[src/rtl/alu_pkg.sv]
// Shared types and constants for the two-requester ALU arbiter and its datapath.
package alu_pkg;

  localparam int unsigned ALU_W  = 6;
  localparam int unsigned OP_W   = 3;
  localparam int unsigned FLAG_W = 3;
  localparam int unsigned CNT_W  = 8;

  // Bit positions inside the {overflow, carry, zero} flag vector
  localparam int unsigned FLAG_Z = 0;
  localparam int unsigned FLAG_C = 1;
  localparam int unsigned FLAG_V = 2;

  typedef enum logic [OP_W-1:0] {
    OP_ADD   = 3'd0,
    OP_SUB   = 3'd1,
    OP_AND   = 3'd2,
    OP_OR    = 3'd3,
    OP_XOR   = 3'd4,
    OP_AEQB  = 3'd5,
    OP_SLT   = 3'd6,
    OP_PASSA = 3'd7
  } alu_op_t;

  typedef enum logic [1:0] {
    ST_IDLE = 2'd0,
    ST_EXEC = 2'd1,
    ST_RESP = 2'd2
  } arb_state_t;

  // Round-robin pick for two requesters: a tie goes to the one not granted last,
  // a lone valid requester always wins.
  function automatic logic rr_pick(input logic [1:0] valid, input logic last_gnt);
    logic pick;
    if (&valid) pick = ~last_gnt;
    else        pick = valid[1];
    return pick;
  endfunction

endpackage

[src/rtl/alu_core.sv]
// Purely combinational 6-bit ALU: (a, b, op) -> (result, {overflow, carry, zero}).
module alu_core
  import alu_pkg::*;
#(
  parameter int unsigned WIDTH = ALU_W
) (
  input  logic [WIDTH-1:0]  a_i,
  input  logic [WIDTH-1:0]  b_i,
  input  alu_op_t           op_i,
  output logic [WIDTH-1:0]  res_c,
  output logic [FLAG_W-1:0] flags_c
);

  logic [WIDTH:0] sum_w;
  logic           carry;
  logic           ovf;

  // Opcode decode; carry/overflow only meaningful for ADD/SUB, SUB carry is no-borrow
  always_comb begin
    sum_w   = '0;
    res_c   = '0;
    carry   = 1'b0;
    ovf     = 1'b0;
    flags_c = '0;
    case (op_i)
      OP_ADD: begin
        sum_w = {1'b0, a_i} + {1'b0, b_i};
        res_c = sum_w[WIDTH-1:0];
        carry = sum_w[WIDTH];
        ovf   = (a_i[WIDTH-1] == b_i[WIDTH-1]) && (res_c[WIDTH-1] != a_i[WIDTH-1]);
      end
      OP_SUB: begin
        sum_w = {1'b0, a_i} + {1'b0, ~b_i} + (WIDTH+1)'(1);
        res_c = sum_w[WIDTH-1:0];
        carry = sum_w[WIDTH];
        ovf   = (a_i[WIDTH-1] != b_i[WIDTH-1]) && (res_c[WIDTH-1] != a_i[WIDTH-1]);
      end
      OP_AND:   res_c = a_i & b_i;
      OP_OR:    res_c = a_i | b_i;
      OP_XOR:   res_c = a_i ^ b_i;
      OP_AEQB:  res_c = WIDTH'(a_i == b_i);
      OP_SLT:   res_c = WIDTH'($signed(a_i) < $signed(b_i));
      OP_PASSA: res_c = a_i;
      default:  res_c = '0;
    endcase
    flags_c[FLAG_Z] = (res_c == '0);
    flags_c[FLAG_C] = carry;
    flags_c[FLAG_V] = ovf;
  end

endmodule

[src/rtl/alu_arbiter.sv]
// Round-robin arbiter sharing one alu_core between two valid/ready requesters.
// Optional per-requester saturating grant counters when ALU_ARB_STATS_EN is defined;
// otherwise gnt_cnt reads 0 and the port list is unchanged.
module alu_arbiter
  import alu_pkg::*;
#(
  parameter int unsigned WIDTH = ALU_W,
  parameter int unsigned NREQ  = 2
) (
  input  logic                       clk,
  input  logic                       rst_n,
  input  logic [NREQ-1:0]            req_valid,
  output logic [NREQ-1:0]            req_ready,
  input  logic [NREQ-1:0][WIDTH-1:0] req_a,
  input  logic [NREQ-1:0][WIDTH-1:0] req_b,
  input  logic [NREQ-1:0][OP_W-1:0]  req_op,
  output logic                       rsp_valid,
  input  logic                       rsp_ready,
  output logic                       rsp_id,
  output logic [WIDTH-1:0]           rsp_c,
  output logic [FLAG_W-1:0]          rsp_flags,
  output logic [NREQ-1:0][CNT_W-1:0] gnt_cnt
);

  arb_state_t        state_q, state_d;
  logic              last_gnt_q, last_gnt_d;
  logic [WIDTH-1:0]  a_q, a_d;
  logic [WIDTH-1:0]  b_q, b_d;
  alu_op_t           op_q, op_d;
  logic              id_q, id_d;
  logic              rsp_valid_q, rsp_valid_d;
  logic              rsp_id_q, rsp_id_d;
  logic [WIDTH-1:0]  rsp_c_q, rsp_c_d;
  logic [FLAG_W-1:0] rsp_flags_q, rsp_flags_d;

  logic              any_valid_c;
  logic              gnt_id_c;
  logic [WIDTH-1:0]  alu_res_c;
  logic [FLAG_W-1:0] alu_flags_c;

  // Grant selection depends only on req_valid and the last grant
  always_comb begin
    any_valid_c = |req_valid;
    gnt_id_c    = rr_pick(req_valid, last_gnt_q);
  end

  alu_core #(
    .WIDTH (WIDTH)
  ) u_alu_core (
    .a_i     (a_q),
    .b_i     (b_q),
    .op_i    (op_q),
    .res_c   (alu_res_c),
    .flags_c (alu_flags_c)
  );

  // Next-state, operand latch and response capture
  always_comb begin
    state_d     = state_q;
    last_gnt_d  = last_gnt_q;
    a_d         = a_q;
    b_d         = b_q;
    op_d        = op_q;
    id_d        = id_q;
    rsp_valid_d = rsp_valid_q;
    rsp_id_d    = rsp_id_q;
    rsp_c_d     = rsp_c_q;
    rsp_flags_d = rsp_flags_q;
    req_ready   = '0;
    case (state_q)
      ST_IDLE: begin
        if (any_valid_c) begin
          // The granted requester is valid by construction, so ready implies handshake
          req_ready[gnt_id_c] = 1'b1;
          a_d        = req_a[gnt_id_c];
          b_d        = req_b[gnt_id_c];
          op_d       = alu_op_t'(req_op[gnt_id_c]);
          id_d       = gnt_id_c;
          last_gnt_d = gnt_id_c;
          state_d    = ST_EXEC;
        end
      end
      ST_EXEC: begin
        rsp_valid_d = 1'b1;
        rsp_id_d    = id_q;
        rsp_c_d     = alu_res_c;
        rsp_flags_d = alu_flags_c;
        state_d     = ST_RESP;
      end
      ST_RESP: begin
        if (rsp_ready) begin
          rsp_valid_d = 1'b0;
          state_d     = ST_IDLE;
        end
      end
      default: state_d = ST_IDLE;
    endcase
  end

  // State and datapath registers; reset aborts any in-flight operation
  always_ff @(posedge clk or negedge rst_n) begin
    if (!rst_n) begin
      state_q     <= ST_IDLE;
      last_gnt_q  <= 1'b1;
      a_q         <= '0;
      b_q         <= '0;
      op_q        <= OP_ADD;
      id_q        <= 1'b0;
      rsp_valid_q <= 1'b0;
      rsp_id_q    <= 1'b0;
      rsp_c_q     <= '0;
      rsp_flags_q <= '0;
    end else begin
      state_q     <= state_d;
      last_gnt_q  <= last_gnt_d;
      a_q         <= a_d;
      b_q         <= b_d;
      op_q        <= op_d;
      id_q        <= id_d;
      rsp_valid_q <= rsp_valid_d;
      rsp_id_q    <= rsp_id_d;
      rsp_c_q     <= rsp_c_d;
      rsp_flags_q <= rsp_flags_d;
    end
  end

  assign rsp_valid = rsp_valid_q;
  assign rsp_id    = rsp_id_q;
  assign rsp_c     = rsp_c_q;
  assign rsp_flags = rsp_flags_q;

`ifdef ALU_ARB_STATS_EN
  localparam logic [CNT_W-1:0] CNT_MAX = {CNT_W{1'b1}};

  logic [NREQ-1:0][CNT_W-1:0] gnt_cnt_q, gnt_cnt_d;

  // Saturating count of accepted requests per requester
  always_comb begin
    gnt_cnt_d = gnt_cnt_q;
    if ((state_q == ST_IDLE) && any_valid_c && (gnt_cnt_q[gnt_id_c] != CNT_MAX)) begin
      gnt_cnt_d[gnt_id_c] = gnt_cnt_q[gnt_id_c] + CNT_W'(1);
    end
  end

  // Grant counter registers
  always_ff @(posedge clk or negedge rst_n) begin
    if (!rst_n) gnt_cnt_q <= '0;
    else        gnt_cnt_q <= gnt_cnt_d;
  end

  assign gnt_cnt = gnt_cnt_q;
`else
  assign gnt_cnt = '0;
`endif

endmodule
[config.mk]
export PLATFORM = sky130hd
export DESIGN_NAME = alu_arbiter
export DESIGN_NICKNAME = d
export VERILOG_FILES = /design/src/rtl/alu_pkg.sv /design/src/rtl/alu_core.sv /design/src/rtl/alu_arbiter.sv
export SDC_FILE = /design/constraint.sdc
export NUM_CORES = 1
export LEC_CHECK = 0
export ABC_AREA = 1
export CAP_MARGIN = 15
export CORE_ASPECT_RATIO = 2
export CORE_MARGIN = 2
export CORE_UTILIZATION = 50
export CTS_BUF_LIST = sky130_fd_sc_hd__clkbuf_4 sky130_fd_sc_hd__clkbuf_8
export DETAILED_ROUTE_END_ITERATION = 8
export PLACE_DENSITY_LB_ADDON = 0.25
export SLEW_MARGIN = 25
export SYNTH_ARGS = -nofsm -noshare
export SYNTH_HDL_FRONTEND = slang
export SYNTH_HIERARCHICAL = 1
export SYNTH_SLANG_ARGS = --single-unit
[constraint.sdc]
create_clock -name clk -period 2.5 [get_ports clk]
set_input_delay 0.25 -clock clk [delete_from_list [all_inputs] [get_ports clk]]
set_output_delay 0.25 -clock clk [all_outputs]
set_load 0.02 [all_outputs]
==> impl_metrics.csv <==
group,metric,value,unit
die,rows,38,
finish,drive_gt1_share,6.54,%
placement,place.gp.congestion,0.948,
placement,dp_hpwl,5.03,mm
pwr,seqPwrFrac,22.7,%
global_route,grt_max_degree,31,
synth,yosysTopAreaCell,"dfrtp_1",
timing,hold_viol_final,0,
global_route,antenna_found_initial,0,
drt,first_pass_iters,4,
synth,synth_xor_xnor_area_share,0.962,%
worst_setup_path,crit_chain,"clkdlybuf4s50_1, nor2_4, nor2_8, inv_2, nor2_1, clkdlybuf4s50_1",
worst_setup_path,worstSetupPathType,"in -> out",
drt,viasPerCell,4.78,
synth,synthMostInstantiatedCell,"nand2_1",
global_route,grt_pass1_vias,2428,
drt,wl,6.10,mm
drt,ant_nets,0,
placement,dpl.cell_count,526,
timing,fmax,465,MHz
worst_setup_path,worstPathRequired,2.25,ns
pwr,powerDensity,1320,nW/µm²
synth,synth_edf_count,0,
worst_setup_path,critPathArrivalTime,1.90,ns
synth,ys_seq_elements,30,
finish,diodes,0,
synth,synth_cell_types,28,
die,ios,64,
pwr,combinationalPowerShare,67.8,%
worst_setup_path,r2r_slack,0.43,ns
timing,slew_viol_final,0,
worst_setup_path,endpoint_kind,"output port",
synth,synthMuxAreaShare,0,%
finish,syn2layout_area_growth,19.3,%
clocking,post_cts_buffers,0,
die,core-area,5330,µm²
pwr,p_int,2010,µW
worst_setup_path,crit_start,"req_valid[1]",
timing,finalWorstPathRequiredPeriod,2.15,ns
finish,instances_no_fill,534,
clocking,htree_levels,2,
clocking,cts_tree,"yes",
worst_setup_path,path_delay_family,"buffers and inverters",
timing,setup_viol,0,
outcome,outcome,"finished clean",
worst_setup_path,crit_top_cell,"clkdlybuf4s50_1",
clocking,cts.clk_slew.worst_paths,0.06,ns
synth,async_flop_share,100,%
drt,wire_per_inst,11.4,µm
synth,synth_area_leaders,"dfrtp_1, nand2_1, nand3_1",
synth,synth-compound-area-share,3.16,%
timing,clock_skew,0.00688,ns
pwr,p_leak,0.00187,µW
drt,drt_iter0_markers,87,
die,die_h,109,µm
synth,ys_warn_count,6,
pwr,clkPwrFrac,9.5,%
pwr,p_switching,2290,µW
drt,num_vias,2555,
synth,synth_simple_gate_area_share,39.0,%
synth,ys_seq_area_share,27.5,%
clocking,cts_buffers,5,
synth,ys_top_cells_by_count,"nand2_1, inv_1, nand3_1",
placement,portBuffers,47,
global_route,track_usage,22.2,%
synth,synth_top_family_by_area,"simple AND/OR/NAND/NOR gates",
synth,synthAdderAreaFrac,9.71,%
worst_setup_path,cpPeakStageDelay,0.65,ns
worst_setup_path,regToRegStartpoint,"a_q[0]$_DFFE_PN0P_",
synth,avgSynthCellArea,6.40,µm²
clocking,clkSinkCount,30,
worst_setup_path,critPathBufInv,3,
synth,synth_top_area_share,26.6,%
worst_setup_path,r2r-end,"rsp_flags[0]$_DFFE_PN0P_",
global_route,grt_overflow_total,0,
finish,fin_nets,528,
timing,tns,0,ns
drt,drc,0,
global_route,grt_pass1_wl,10.6,mm
job,drv_cap,0,
synth,synthesis.area,2730,µm²
synth,ys.flop_type,"dfrtp_1",
clocking,ctsResizeCount,0,
worst_setup_path,endpoint,"req_ready[0]",
worst_setup_path,cp_num_cells,6,
pwr,switching_share,53.2,%
worst_setup_path,start_kind,"primary input",
timing,rsz0062_at_grt,"no",
die,initial_core_util,51.3,%
pwr,irDropWorstVdd,0.000715,V
clocking,cts_hold_buffers,0,
hold_path,hold_class,"in -> async",
die,fp.dieArea,6110,µm²
clocking,clk_latency,0.29,ns
synth,synth_cells,427,
worst_setup_path,reg2reg_depth,13,
worst_setup_path,slowest_stage,"clkdlybuf4s50_1",
timing,fin_crit_sh,86.1,%
worst_setup_path,worst-path-max-fanout,3,
pwr,power.total,4300,µW
clocking,clockBufferDepth,2,
clocking,clock_tree.root_cell,"clkbuf_8",
die,die-width,56.3,µm
cells in the final DEF (no fill, tap or decap):
master           count
a21oi_1              8
o21ai_2              1
ha_1                18
nor2_4               2
or2_0                1
nor2_1              27
or2_2                1
dfstp_2              1
nand2_4              1
nand2_2              3
fa_1                 2
clkinv_2             1
xnor2_1              1
xor2_1               2
dfrtp_1             29
nand4_1              4
o21ai_0              6
clkinvlp_4           1
inv_2                4
clkbuf_8             6
inv_1               75
clkdlybuf4s50_1     47
nor2_8               1
o21bai_1             1
conb_1              16
buf_4                8
nor3_1               2
nand2_1            141
nand3_1             63
inv_4                1
worst min path at each step:
| stage | startpoint | to | slack [ns] | depth (start not counted) |
|---|---|---|---|---|
| after detailed placement | rsp_c[5]$_DFFE_PN0P_ | rsp_c[5]$_DFFE_PN0P_ | 0.46 | 2 |
| final | rst_n | a_q[2]$_DFFE_PN0P_ | 0.35 | 2 |
| after global placement | rsp_c[5]$_DFFE_PN0P_ | rsp_c[5]$_DFFE_PN0P_ | 0.45 | 2 |
| after CTS | rst_n | a_q[2]$_DFFE_PN0P_ | 0.35 | 2 |
| after floorplan | rst_n | a_q[0]$_DFFE_PN0P_ | -0.05 | 0 |
| after global routing | rst_n | a_q[2]$_DFFE_PN0P_ | 0.39 | 2 |
metal layers:
metal  up-vias  track usage, %  routed length, µm
li1       1347               -                  -
met1      1115            24.2               2370
met2        79            40.4               3250
met3        14            4.07                317
met4         0            11.1                156
met5         -               0                  0
registers in the layout (all words and copies together), names as in the netlist:
register / count
b_q: 6
rsp_c: 6
rsp_flags: 3
last_gnt_q: 1
state_q: 2
rsp_id: 1
id_q: 1
op_q: 3
rsp_valid: 1
a_q: 6
cells by family (layout without fill, tap and decap cells):
logic type / count (synthesis) / in the layout
other cells: 1 / 16
flops: 30 / 30
buf+inv: 111 / 143
simple gates: 246 / 246
xor+xnor: 3 / 3
fa+ha+maj: 20 / 20
compound gates: 16 / 16
stage by stage:
step / utilization (%) / hold WS [ns] / area [µm²] / setup slack, ns
after detailed placement: 59.4 / 0.457 / 3160 / 0.311
after floorplan: - / -0.0456 / 2790 / 0.656
final: 61.2 / 0.345 / 3260 / 0.349
after global placement: 59.4 / 0.453 / 3160 / 0.323
after global routing: 61.2 / 0.388 / 3260 / 0.243
after CTS: 61.2 / 0.352 / 3260 / 0.311
layout make-up:
| type | count | area (µm²) |
|---|---|---|
| fillers | 562 | 2070 |
| multi-input cells | 301 | 1500 |
| flip-flops and latches | 30 | 752 |
| repair buffers | 55 | 531 |
| inverters | 80 | 303 |
| clock buffers | 6 | 82.6 |
| well taps | 60 | 75.1 |
| clock inverters | 2 | 12.5 |
power by group through the flow:
| stage | clock network (µW) | registers (µW) | logic, µW |
|---|---|---|---|
| 3_5_place_dp | 0 | 987 | 2890 |
| 6_report | 408 | 976 | 2920 |
| 4_1_cts | 423 | 980 | 2900 |
| 2_1_floorplan | 0 | 993 | 2150 |
| 3_3_place_gp | 0 | 981 | 2860 |
| 5_1_grt | 440 | 1020 | 3310 |
Power figures use the tool's default switching activity.
